## src/rtl/alu_op_sequencer.sv

```systemverilog
// Issue/sequencing controller for the 8-bit signed ALU: add/sub path, Booth multiplier, divider.
// Optional build macro DIV_ZERO_TRAP_EN traps DIV by zero without launching the divider.
module alu_op_sequencer #(
   parameter int ADDSUB_LAT = 1,
   parameter int TIMEOUT    = 32
) (
   input  logic        CLK,
   input  logic        RESET,
   input  logic        req_valid,
   output logic        req_ready,
   input  logic [1:0]  req_op,
   input  logic [7:0]  req_a,
   input  logic [7:0]  req_b,
   output logic        rsp_valid,
   input  logic        rsp_ready,
   output logic [15:0] rsp_result,
   output logic        rsp_carry,
   output logic [3:0]  rsp_flags,
   output logic        rsp_err,
   output logic [7:0]  alu_a,
   output logic [7:0]  alu_b,
   output logic [1:0]  alu_op,
   output logic        alu_enable,
   input  logic [7:0]  alu_result,
   input  logic        alu_carry,
   input  logic [3:0]  alu_flags,
   output logic        mul_start,
   input  logic        mul_done,
   input  logic [15:0] mul_product,
   output logic        div_start,
   input  logic        div_done,
   input  logic [7:0]  div_quot,
   input  logic [7:0]  div_rem,
   output logic        busy,
   output logic [2:0]  dbg_state
);

   localparam logic [2:0] S_IDLE    = 3'd0;
   localparam logic [2:0] S_ADDSUB  = 3'd1;
   localparam logic [2:0] S_MUL_RUN = 3'd2;
   localparam logic [2:0] S_DIV_RUN = 3'd3;
   localparam logic [2:0] S_RESP    = 3'd4;

   localparam logic [1:0] OP_MULT = 2'b10;
   localparam logic [1:0] OP_DIV  = 2'b11;

   localparam logic [7:0] LP_AS_LAST  = 8'(ADDSUB_LAT - 1);
   localparam logic [7:0] LP_TMO_LAST = 8'(TIMEOUT - 1);

   logic [2:0]  r_state;
   logic [7:0]  r_cnt;
   logic [7:0]  r_alu_a;
   logic [7:0]  r_alu_b;
   logic [1:0]  r_alu_op;
   logic        r_mul_start;
   logic        r_div_start;
   logic [15:0] r_rsp_result;
   logic        r_rsp_carry;
   logic [3:0]  r_rsp_flags;
   logic        r_rsp_err;

   logic        w_accept;
   logic        w_trap;
   logic        w_in_engine;
   logic        w_eng_done;
   logic        w_eng_tmo;
   logic [15:0] w_eng_result;
   logic        w_as_last;

   // Both channels: a transfer happens on a rising edge where valid and ready are both high;
   // valid, once raised, holds its payload stable until that edge.
   assign w_accept = req_valid && (r_state == S_IDLE);

`ifdef DIV_ZERO_TRAP_EN
   assign w_trap = (req_op == OP_DIV) && (req_b == 8'd0);
`else
   assign w_trap = 1'b0;
`endif

   assign w_in_engine  = (r_state == S_MUL_RUN) || (r_state == S_DIV_RUN);
   assign w_eng_result = (r_state == S_MUL_RUN) ? mul_product : {div_rem, div_quot};
   // r_cnt is zero only in the start cycle, where a done from the previous op is ignored.
   assign w_eng_done   = w_in_engine && (r_cnt != 8'd0) &&
                         ((r_state == S_MUL_RUN) ? mul_done : div_done);
   assign w_eng_tmo    = w_in_engine && (r_cnt == LP_TMO_LAST);
   assign w_as_last    = (r_state == S_ADDSUB) && (r_cnt == LP_AS_LAST);

   always_ff @(posedge CLK or negedge RESET) begin
      if (!RESET) begin
         r_state      <= S_IDLE;
         r_cnt        <= 8'd0;
         r_alu_a      <= 8'd0;
         r_alu_b      <= 8'd0;
         r_alu_op     <= 2'd0;
         r_mul_start  <= 1'b0;
         r_div_start  <= 1'b0;
         r_rsp_result <= 16'd0;
         r_rsp_carry  <= 1'b0;
         r_rsp_flags  <= 4'd0;
         r_rsp_err    <= 1'b0;
      end else begin
         r_mul_start <= 1'b0;
         r_div_start <= 1'b0;
         case (r_state)
            S_IDLE: begin
               if (w_accept) begin
                  r_alu_a  <= req_a;
                  r_alu_b  <= req_b;
                  r_alu_op <= req_op;
                  r_cnt    <= 8'd0;
                  if (!req_op[1]) begin
                     r_state <= S_ADDSUB;
                  end else if (w_trap) begin
                     r_rsp_result <= 16'h0000;
                     r_rsp_carry  <= 1'b0;
                     r_rsp_flags  <= 4'b0001;
                     r_rsp_err    <= 1'b1;
                     r_state      <= S_RESP;
                  end else if (req_op == OP_MULT) begin
                     r_mul_start <= 1'b1;
                     r_state     <= S_MUL_RUN;
                  end else begin
                     r_div_start <= 1'b1;
                     r_state     <= S_DIV_RUN;
                  end
               end
            end
            S_ADDSUB: begin
               if (w_as_last) begin
                  r_rsp_result <= {{8{alu_result[7]}}, alu_result};
                  r_rsp_carry  <= alu_carry;
                  r_rsp_flags  <= alu_flags;
                  r_rsp_err    <= 1'b0;
                  r_state      <= S_RESP;
               end else begin
                  r_cnt <= r_cnt + 8'd1;
               end
            end
            S_MUL_RUN, S_DIV_RUN: begin
               // Completion takes priority over a timeout landing in the same cycle.
               if (w_eng_done) begin
                  r_rsp_result <= w_eng_result;
                  r_rsp_carry  <= 1'b0;
                  r_rsp_flags  <= {2'b00, w_eng_result[15], (w_eng_result == 16'd0)};
                  r_rsp_err    <= 1'b0;
                  r_state      <= S_RESP;
               end else if (w_eng_tmo) begin
                  r_rsp_result <= 16'h0000;
                  r_rsp_carry  <= 1'b0;
                  r_rsp_flags  <= 4'b0001;
                  r_rsp_err    <= 1'b1;
                  r_state      <= S_RESP;
               end else begin
                  r_cnt <= r_cnt + 8'd1;
               end
            end
            S_RESP: begin
               if (rsp_ready) begin
                  r_state <= S_IDLE;
               end
            end
            default: begin
               r_state <= S_IDLE;
            end
         endcase
      end
   end

   assign req_ready  = (r_state == S_IDLE);
   assign rsp_valid  = (r_state == S_RESP);
   assign busy       = (r_state != S_IDLE);
   assign alu_enable = (r_state == S_ADDSUB);
   assign dbg_state  = r_state;

   assign rsp_result = r_rsp_result;
   assign rsp_carry  = r_rsp_carry;
   assign rsp_flags  = r_rsp_flags;
   assign rsp_err    = r_rsp_err;
   assign alu_a      = r_alu_a;
   assign alu_b      = r_alu_b;
   assign alu_op     = r_alu_op;
   assign mul_start  = r_mul_start;
   assign div_start  = r_div_start;

endmodule

```

## config.mk

```make
export PLATFORM = sky130hd
export DESIGN_NAME = alu_op_sequencer
export DESIGN_NICKNAME = d
export VERILOG_FILES = /design/src/rtl/alu_op_sequencer.sv
export SDC_FILE = /design/constraint.sdc
export NUM_CORES = 1
export LEC_CHECK = 0
export BUFFER_PORTS_ARGS = -buffer_cell sky130_fd_sc_hd__buf_2
export CAP_MARGIN = 40
export CORE_MARGIN = 10
export CORE_UTILIZATION = 47
export CTS_CLUSTER_SIZE = 25
export DETAILED_ROUTE_END_ITERATION = 10
export HOLD_SLACK_MARGIN = 0.03
export PLACE_DENSITY = 0.84
export REMOVE_ABC_BUFFERS = 1
export SLEW_MARGIN = 20
export SYNTH_ARGS = -nofsm -noshare
export SYNTH_HDL_FRONTEND = slang
export SYNTH_SLANG_ARGS = --single-unit
```

## constraint.sdc

```tcl
create_clock -name CLK -period 2.3 [get_ports CLK]
set_input_delay 0.23 -clock CLK [delete_from_list [all_inputs] [get_ports CLK]]
set_output_delay 0.23 -clock CLK [all_outputs]
set_load 0.05 [all_outputs]
```

==> impl_metrics.tcl, run 1 <==
set metrics [dict create \
    outcome "finished, final reports clean" \
    grt_pass1_wl_mm 13.0 \
    crit_family "compound AO/OA/AOI/OAI gates" \
    viasPerCell 5.38 \
    cp-end-kind "register" \
    synth.most_common_cell "nand2_1" \
    max_freq_ghz 0.478 \
    period_needed_ps 2090 \
    layout-drive-gt1-share_pct 36.2 \
    skew_ps 6.67 \
    drt_iter0_drc 96 \
    row_count 27 \
    syn_inst 297 \
    ir_worst_vdd_uv 842 \
    synth-seq-area-share_pct 49.5 \
    holdWs_ps 72.9 \
    synthMuxAreaShare_pct 8.13 \
    cts_root_buf "clkbuf_8" \
    syn-cell-area_sq_um 2680 \
    via_count 2632 \
    finalInstanceArea_sq_um 3470 \
    die_area_sq_um 9120 \
    synth_compound_area_share_pct 15.0 \
    yosys.area_share.simple_pct 20.8 \
    start_kind "register" \
    synth.distinct_cells 36 \
    grt_overflow 0 \
    initial_core_util_pct 48.6 \
    tritoncts "yes" \
    clockBufferDepth 2 \
    fin_crit_sh_pct 91.0 \
    arrival_ps 2290 \
    finalHoldViolations 0 \
    synth-xor-area-share_pct 0.981 \
    power_density_nw_per_um2 1560 \
    syn_to_final_growth_pct 29.5 \
    io_buffers 117 \
    setup_viol 0 \
    cp.buffers_inverters 2 \
    yosysTopAreaCell "dfrtp_1" \
    crit_path_max_incr_delay_ps 440 \
    routed_wirelength_mm 8.03 \
    core_sq_um 5510 \
    drtAntennaViolNets 0 \
    slowest_stage "dfrtp_1" \
    antenna_found_initial 0 \
    fp.dieW_um 95.5 \
    synth.area.top_cells "dfrtp_1 (50%), nand2_1 (11%), o21ai_0 (6.0%), a21oi_1 (3.9%), mux2i_1 (3.4%)" \
    cts_sinks 53 \
    synth_warnings 0 \
    synth_ff_type "dfrtp_1" \
    ys_seq_elements 53 \
    worstMarginPinSlew_ps 605 \
    hold_path_class "input pin to register" \
    clk_pin_slew_worst_paths_ps 100 \
    dpl-instance-area_sq_um 3370 \
    rsz0062_at_grt "no" \
    synth-edff-count 0 \
    antennaDiodeCount 0 \
    die_y_um 95.5 \
    slew_viol_final 0 \
    syn-mean-instance-area_sq_um 9.02 \
    total_leakage_power_nw 1.82 \
    gr-usage-all-layers_pct 17.7 \
    grt_pass1_vias 2734 \
    synthAdderAreaFrac_pct 0.934 \
    h-tree-depth 2 \
    crit_chain "inv_1 -> ha_1 -> nor4b_4 -> a211o_2 -> o31a_1 -> buf_12 -> mux2_2" \
    drt_first_pass_iters 5 \
    maxSlewHeadroom_pct 59.6 \
    synth_top_area_share_pct 49.5 \
    fin_nets 487 \
    synthArstFlopShare_pct 100 \
    cp_data_required_time_ps 2500 \
    ioPinCount 118 \
    drv_cap 0 \
    postCtsResizedCells 0 \
    crit_fanout 36 \
    critical_path_class "register to register" \
    insertion_delay_ps 310 \
    synth_commonest_cells "nand2_1 (82), dfrtp_1 (53), o21ai_0 (32)" \
    synth_top_family_by_area "simple AND/OR/NAND/NOR gates" \
    gp_congestion 0.914 \
    wire_per_inst_um 16.4 \
    place_hpwl_mm 6.39 \
    total_power_mw 5.42 \
    cts_buffers 5 \
    post-route-drc-count 0 \
    grt_max_degree 37 \
]
-- routing by layer --
layer,vias to the layer above,routed length [um],track usage [%]
li1,1258,-,-
met1,1244,3250,20.2
met2,119,3690,29.6
met3,11,972,7.86
met4,0,118,4.67
met5,-,0,0
-- path summary, 6_finish.rpt --
| kind | startpoint | endpoint | slack (ps) | depth (start not counted) |
|---|---|---|---|---|
| setup reg to reg | r_cnt[0] | rsp_err | 210 | 7 |
| hold reg to reg | alu_b[1] | alu_b[1] | 480 | 2 |
| min in group asynchronous | RESET | rsp_result[11] | 440 | 2 |
| setup / recovery | r_cnt[0] | rsp_err | 210 | 7 |
| hold / removal | req_op[0] | mul_start | 70 | 2 |
| max in group asynchronous | RESET | rsp_result[10] | 1180 | 3 |
-- cells by family (layout without fill, tap and decap cells) --
logic type                 count (synthesis)  after routing
adders and majority gates                  2              2
AOI/OAI and AO/OA                         68             68
muxes                                     19             19
and+or+nand+nor                          125            125
DFF                                       53             53
xor gates and xnor gates                   3              3
buffers and inverters                     27            147
-- final cells by class --
cell class / count / area, sq um
clock buffer: 5 / 68.8
clock inverter: 3 / 22.5
fill: 483 / 2040
inverter: 10 / 37.5
multi-input combinational: 217 / 1230
sequential: 53 / 1330
tap: 72 / 90.1
timing repair buffer: 129 / 691
-- state kept, by name, summed over array words and instances (netlist names), 2 cells and up --
signal,cells
r_cnt,8
rsp_result,16
alu_op,2
alu_a,8
alu_b,8
rsp_flags,4
dbg_state,3
-- power by group --
group	internal (mW)	switching, mW
registers	1.31	0.244
logic	0.933	2.39
clock network	0.217	0.321
-- cells in the final DEF, fill, tap and decap left out, types with 2 or more instances in the layout --
cell / count
mux2_2: 6
buf_2: 117
mux2i_1: 9
or4_1: 2
a21oi_1: 21
clkinv_4: 2
o211ai_1: 2
nand3_1: 3
dfrtp_1: 53
nor3_1: 8
inv_1: 10
ha_1: 2
nand2_1: 82
a211oi_1: 4
mux2_4: 4
nor4_1: 6
nor2_1: 12
nor2b_1: 2
buf_4: 10
o21ai_0: 32
nand4_1: 3
clkbuf_8: 5
xor2_1: 3
or3_1: 3
-- per-stage QoR --
| stage | setup TNS [ps] | util [%] | worst slack [ps] | cells |
|---|---|---|---|---|
| after CTS | 0 | 63.0 | 210 | 489 |
| after floorplan | -53080 | - | -1580 | 280 |
| final | 0 | 63.0 | 207 | 489 |
| after global placement | 0 | 61.1 | 285 | 480 |
| after detailed placement | 0 | 61.1 | 230 | 480 |
| after global routing | 0 | 63.0 | 65.9 | 489 |
-- repair_timing --
item | 4_1_cts | 5_1_grt
hold buffers | 1 | 0
hold endpoints to repair | 24 | 0
setup buffers | 0 | 0
(Power assumes the default switching activity.)
==> run 2, diff against run 1 <==
--- a/config.mk
+++ b/config.mk
@@ -13,6 +13,7 @@
 export DETAILED_ROUTE_END_ITERATION = 10
 export HOLD_SLACK_MARGIN = 0.03
 export PLACE_DENSITY = 0.84
+export RECOVER_POWER = 25
 export REMOVE_ABC_BUFFERS = 1
 export SLEW_MARGIN = 20
 export SYNTH_ARGS = -nofsm -noshare
==> impl_metrics.tcl, run 2 (synthesis gave the netlist of run 1 again) <==
set metrics [dict create \
    outcome "finished, final reports clean" \
    slew_viol_final 0 \
    row_count 27 \
    start_kind "register" \
    post_cts_buffers 0 \
    hold_path_class "input pin to register" \
    clk_pin_slew_worst_paths_ps 100 \
    worstMarginPinSlew_ps 1400 \
    grt_pass1_wl_mm 13.0 \
    finalInstanceArea_sq_um 3460 \
    final_cell_mix "buf_2 (113), nand2_1 (82), dfrtp_1 (53)" \
    drtAntennaViolNets 0 \
    clockBufferDepth 2 \
    grt_max_degree 37 \
    grt_pass1_vias 2734 \
    layout-drive-gt1-share_pct 35.3 \
    cts_buffers 5 \
    total_power_mw 5.41 \
    cp_data_required_time_ps 2500 \
    cts_root_buf "clkbuf_8" \
    drv_cap 0 \
    maxSlewHeadroom_pct 6.69 \
    h-tree-depth 2 \
    drt_first_pass_iters 4 \
    gr-usage-all-layers_pct 17.7 \
    die_y_um 95.5 \
    fp.dieW_um 95.5 \
    drt_iter0_drc 99 \
    total_leakage_power_nw 1.81 \
    ir_worst_vdd_uv 841 \
    ioPinCount 118 \
    initial_core_util_pct 48.6 \
    final_common_cell "buf_2" \
    antennaDiodeCount 0 \
    place_hpwl_mm 6.39 \
    r2r_slack_ps 210 \
    tritoncts "yes" \
    viasPerCell 5.35 \
    core_sq_um 5510 \
    cts_sinks 53 \
    dpl-instance-area_sq_um 3370 \
    insertion_delay_ps 310 \
    via_count 2617 \
    syn_to_final_growth_pct 29.2 \
    gp_congestion 0.914 \
    max_freq_ghz 0.478 \
    arrival_ps 2290 \
    finalHoldViolations 0 \
    io_buffers 117 \
    wire_per_inst_um 16.4 \
    rsz0062_at_grt "no" \
    skew_ps 6.66 \
    critical_path_class "register to register" \
    cp-end-kind "register" \
    period_needed_ps 2090 \
    antenna_found_initial 0 \
    power_density_nw_per_um2 1560 \
    grt_overflow 0 \
    post-route-drc-count 0 \
    crit_fanout 36 \
    routed_wirelength_mm 8.03 \
    die_area_sq_um 9120 \
    largest_register_ffs 16 \
    fin_crit_sh_pct 91.0 \
    fin_nets 487 \
    setup_viol 0 \
]
-- run 2: cell types whose count changed in the layout (fill, tap and decap cells not counted) --
| cell | change |
|---|---|
| buf_4 | -1 |
| clkbuf_2 | +1 |
| buf_2 | -4 |
| clkbuf_1 | +4 |
-- run 2: power breakdown --
group	internal (mW)	switching, mW
Clock	0.217	0.319
Sequential	1.31	0.245
Combinational	0.928	2.39
-- run 2: final timing paths --
kind	cells past startpoint	from	endpoint
min in group asynchronous	2	RESET	rsp_result[11]
worst max-delay path	7	r_cnt[0]	rsp_err
worst min register to register	2	alu_b[1]	alu_b[1]
max in group asynchronous	3	RESET	div_start
worst min-delay path	2	req_op[0]	mul_start
worst max register to register	7	r_cnt[0]	rsp_err
-- run 2: area by class of cell --
| class | instances | area (sq um) |
|---|---|---|
| tap | 72 | 90.1 |
| timing repair buffer | 129 | 683 |
| clock inverter | 3 | 22.5 |
| sequential | 53 | 1330 |
| inverter | 10 | 37.5 |
| multi-input combinational | 217 | 1230 |
| fill | 484 | 2050 |
| clock buffer | 5 | 68.8 |
-- run 2: timing repair --
item / CTS / global route
resized for setup: 0 / 0
hold buffers: 1 / 0
endpoints found under the hold margin: 24 / 0
-- run 2: routing by layer --
metal | GRT usage, % | routed length [um] | share of wire [%]
met1 | 20.2 | 3210 | 40
met2 | 29.6 | 3710 | 46
met4 | 4.67 | 118 | 1.5
met5 | 0 | 0 | 0
met3 | 7.86 | 993 | 12
-- run 2: critical path: stages (launching register included) --
cell	delay, ps
dfrtp_1	440
inv_1	80
ha_1	140
nor4b_4	290
a211o_2	280
o31a_1	210
buf_12	200
mux2_2	350
-- run 2: metrics by stage --
step	utilization, %	setup slack [ps]	hold slack, ps	TNS, ps	instances
6_report	62.8	207	73.5	0	489
5_1_grt	62.8	65.9	57.6	0	489
4_1_cts	63.0	210	64.6	0	489
3_5_place_dp	61.1	230	268	0	480
3_3_place_gp	61.1	285	264	0	480
2_1_floorplan	-	-1580	-65.6	-53080	280
==> run 3, diff against run 2 <==
--- a/config.mk
+++ b/config.mk
@@ -14,7 +14,6 @@
 export HOLD_SLACK_MARGIN = 0.03
 export PLACE_DENSITY = 0.84
 export RECOVER_POWER = 25
-export REMOVE_ABC_BUFFERS = 1
 export SLEW_MARGIN = 20
 export SYNTH_ARGS = -nofsm -noshare
 export SYNTH_HDL_FRONTEND = slang
==> impl_metrics.tcl, run 3 (synthesis gave the netlist of run 1 again) <==
set metrics [dict create \
    critical_path_class "register to register" \
    crit_fanout 13 \
    period_needed_ps 2110 \
    die_area_sq_um 9120 \
    routed_wirelength_mm 8.03 \
    grt_overflow 0 \
    whs_path_depth 2 \
    gr-usage-all-layers_pct 17.7 \
    post_cts_buffers 0 \
    syn-num-nets 368 \
    cp_data_required_time_ps 2500 \
    via_count 2554 \
    r2r_slack_ps 190 \
    maxSlewHeadroom_pct 26.4 \
    setup_viol 0 \
    hold_start "req_op[0]" \
    cts_sinks 53 \
    antennaDiodeCount 0 \
    fp.dieW_um 95.5 \
    r2r_cells 6 \
    largest_register_ffs 16 \
    rr_startpoint "r_cnt[0]" \
    row_count 27 \
    cts_root_buf "clkbuf_8" \
    gp_congestion 0.839 \
    antenna_found_initial 0 \
    worstMarginPinSlew_ps 1100 \
    final_cell_mix "buf_2 (116), nand2_1 (82), dfrtp_1 (50)" \
    ir_worst_vdd_uv 992 \
    power_density_nw_per_um2 1600 \
    final_core_util_pct 63.5 \
    clk_pin_slew_worst_paths_ps 100 \
    grt_max_degree 35 \
    post-place-ws_ps 240 \
    rsz0062_at_grt "no" \
    post-route-drc-count 0 \
    fin_cells 488 \
    place_hpwl_mm 6.39 \
    grt_pass1_wl_mm 13.1 \
    postCtsResizedCells 0 \
    start_kind "register" \
    core_sq_um 5510 \
    finalHoldViolations 0 \
    fin_nets 486 \
    grt_pass1_vias 2682 \
    cp-end-kind "register" \
    viasPerCell 5.23 \
    slew_viol_final 0 \
    fin_ws_ps 186 \
    initial_core_util_pct 48.6 \
    ioPinCount 118 \
    r2r_end "rsp_result[8]" \
    tritoncts "yes" \
    syn_to_final_growth_pct 30.5 \
    drv_cap 0 \
    hold_path_class "input pin to register" \
    worstHoldEndpoint "mul_start" \
    drt_iter0_drc 240 \
    io_buffers 117 \
    die_y_um 95.5 \
    drt_first_pass_iters 5 \
    cts_buffers 5 \
    arrival_ps 2310 \
    fin_crit_sh_pct 91.9 \
    wire_per_inst_um 16.5 \
    dp_cells 479 \
    max_freq_ghz 0.473 \
    total_leakage_power_nw 1.81 \
    cts_hold_buf 1 \
    outcome "finished, final reports clean" \
    h-tree-depth 2 \
    drtAntennaViolNets 0 \
    insertion_delay_ps 310 \
    layout-drive-gt1-share_pct 37.3 \
    final_common_cell "buf_2" \
    skew_ps 7.40 \
    clockBufferDepth 2 \
]
-- run 3: metrics by stage --
stage                     total power, mW  instance area (sq um)  setup TNS, ps  hold slack [ps]
after CTS                            5.61                   3500              0             68.2
after floorplan                      4.17                   2740           -126            -65.6
after global placement               4.85                   3380              0              231
final                                5.58                   3500              0             72.2
after global routing                 5.93                   3500              0             74.6
after detailed placement             4.94                   3380              0              234
-- run 3: worst max-delay path by stage --
| stage | start | to | slack [ps] | cells past startpoint |
|---|---|---|---|---|
| after floorplan | dbg_state[0] | r_cnt[2] | -10 | 6 |
| after detailed placement | r_cnt[0] | rsp_result[7] | 240 | 6 |
| after global routing | r_cnt[0] | rsp_result[8] | 90 | 6 |
| final | r_cnt[0] | rsp_result[8] | 190 | 6 |
| after CTS | r_cnt[0] | rsp_result[8] | 210 | 6 |
| after global placement | r_cnt[0] | rsp_err | 330 | 6 |
-- run 3: final cells by class --
cell class / count / area [sq um]
clock buffer: 5 / 68.8
clock inverter: 3 / 47.5
fill: 476 / 2010
inverter: 10 / 41.3
multi-input combinational: 217 / 1250
sequential: 53 / 1330
tap: 72 / 90.1
timing repair buffer: 128 / 663
-- run 3: routing by layer --
metal	GRT usage, %	wire, um
met2	28.0	3840
met5	0	0
met3	7.86	852
met1	21.9	3260
met4	3.81	80
-- run 3: worst max-delay path, stage by stage (launching register included) --
cell	delay, ps
dfrtp_1	440
ha_1	250
and4_1	260
a22oi_2	270
o31a_1	190
buf_4	230
mux2_2	360
-- run 3: power by group --
part | switching [mW] | leakage (nW) | total (mW) | internal [mW]
clock | 0.334 | 0.0591 | 0.666 | 0.332
sequential | 0.260 | 0.668 | 1.58 | 1.32
combinational | 2.41 | 1.08 | 3.33 | 0.920
total | 3.01 | 1.81 | 5.58 | 2.57
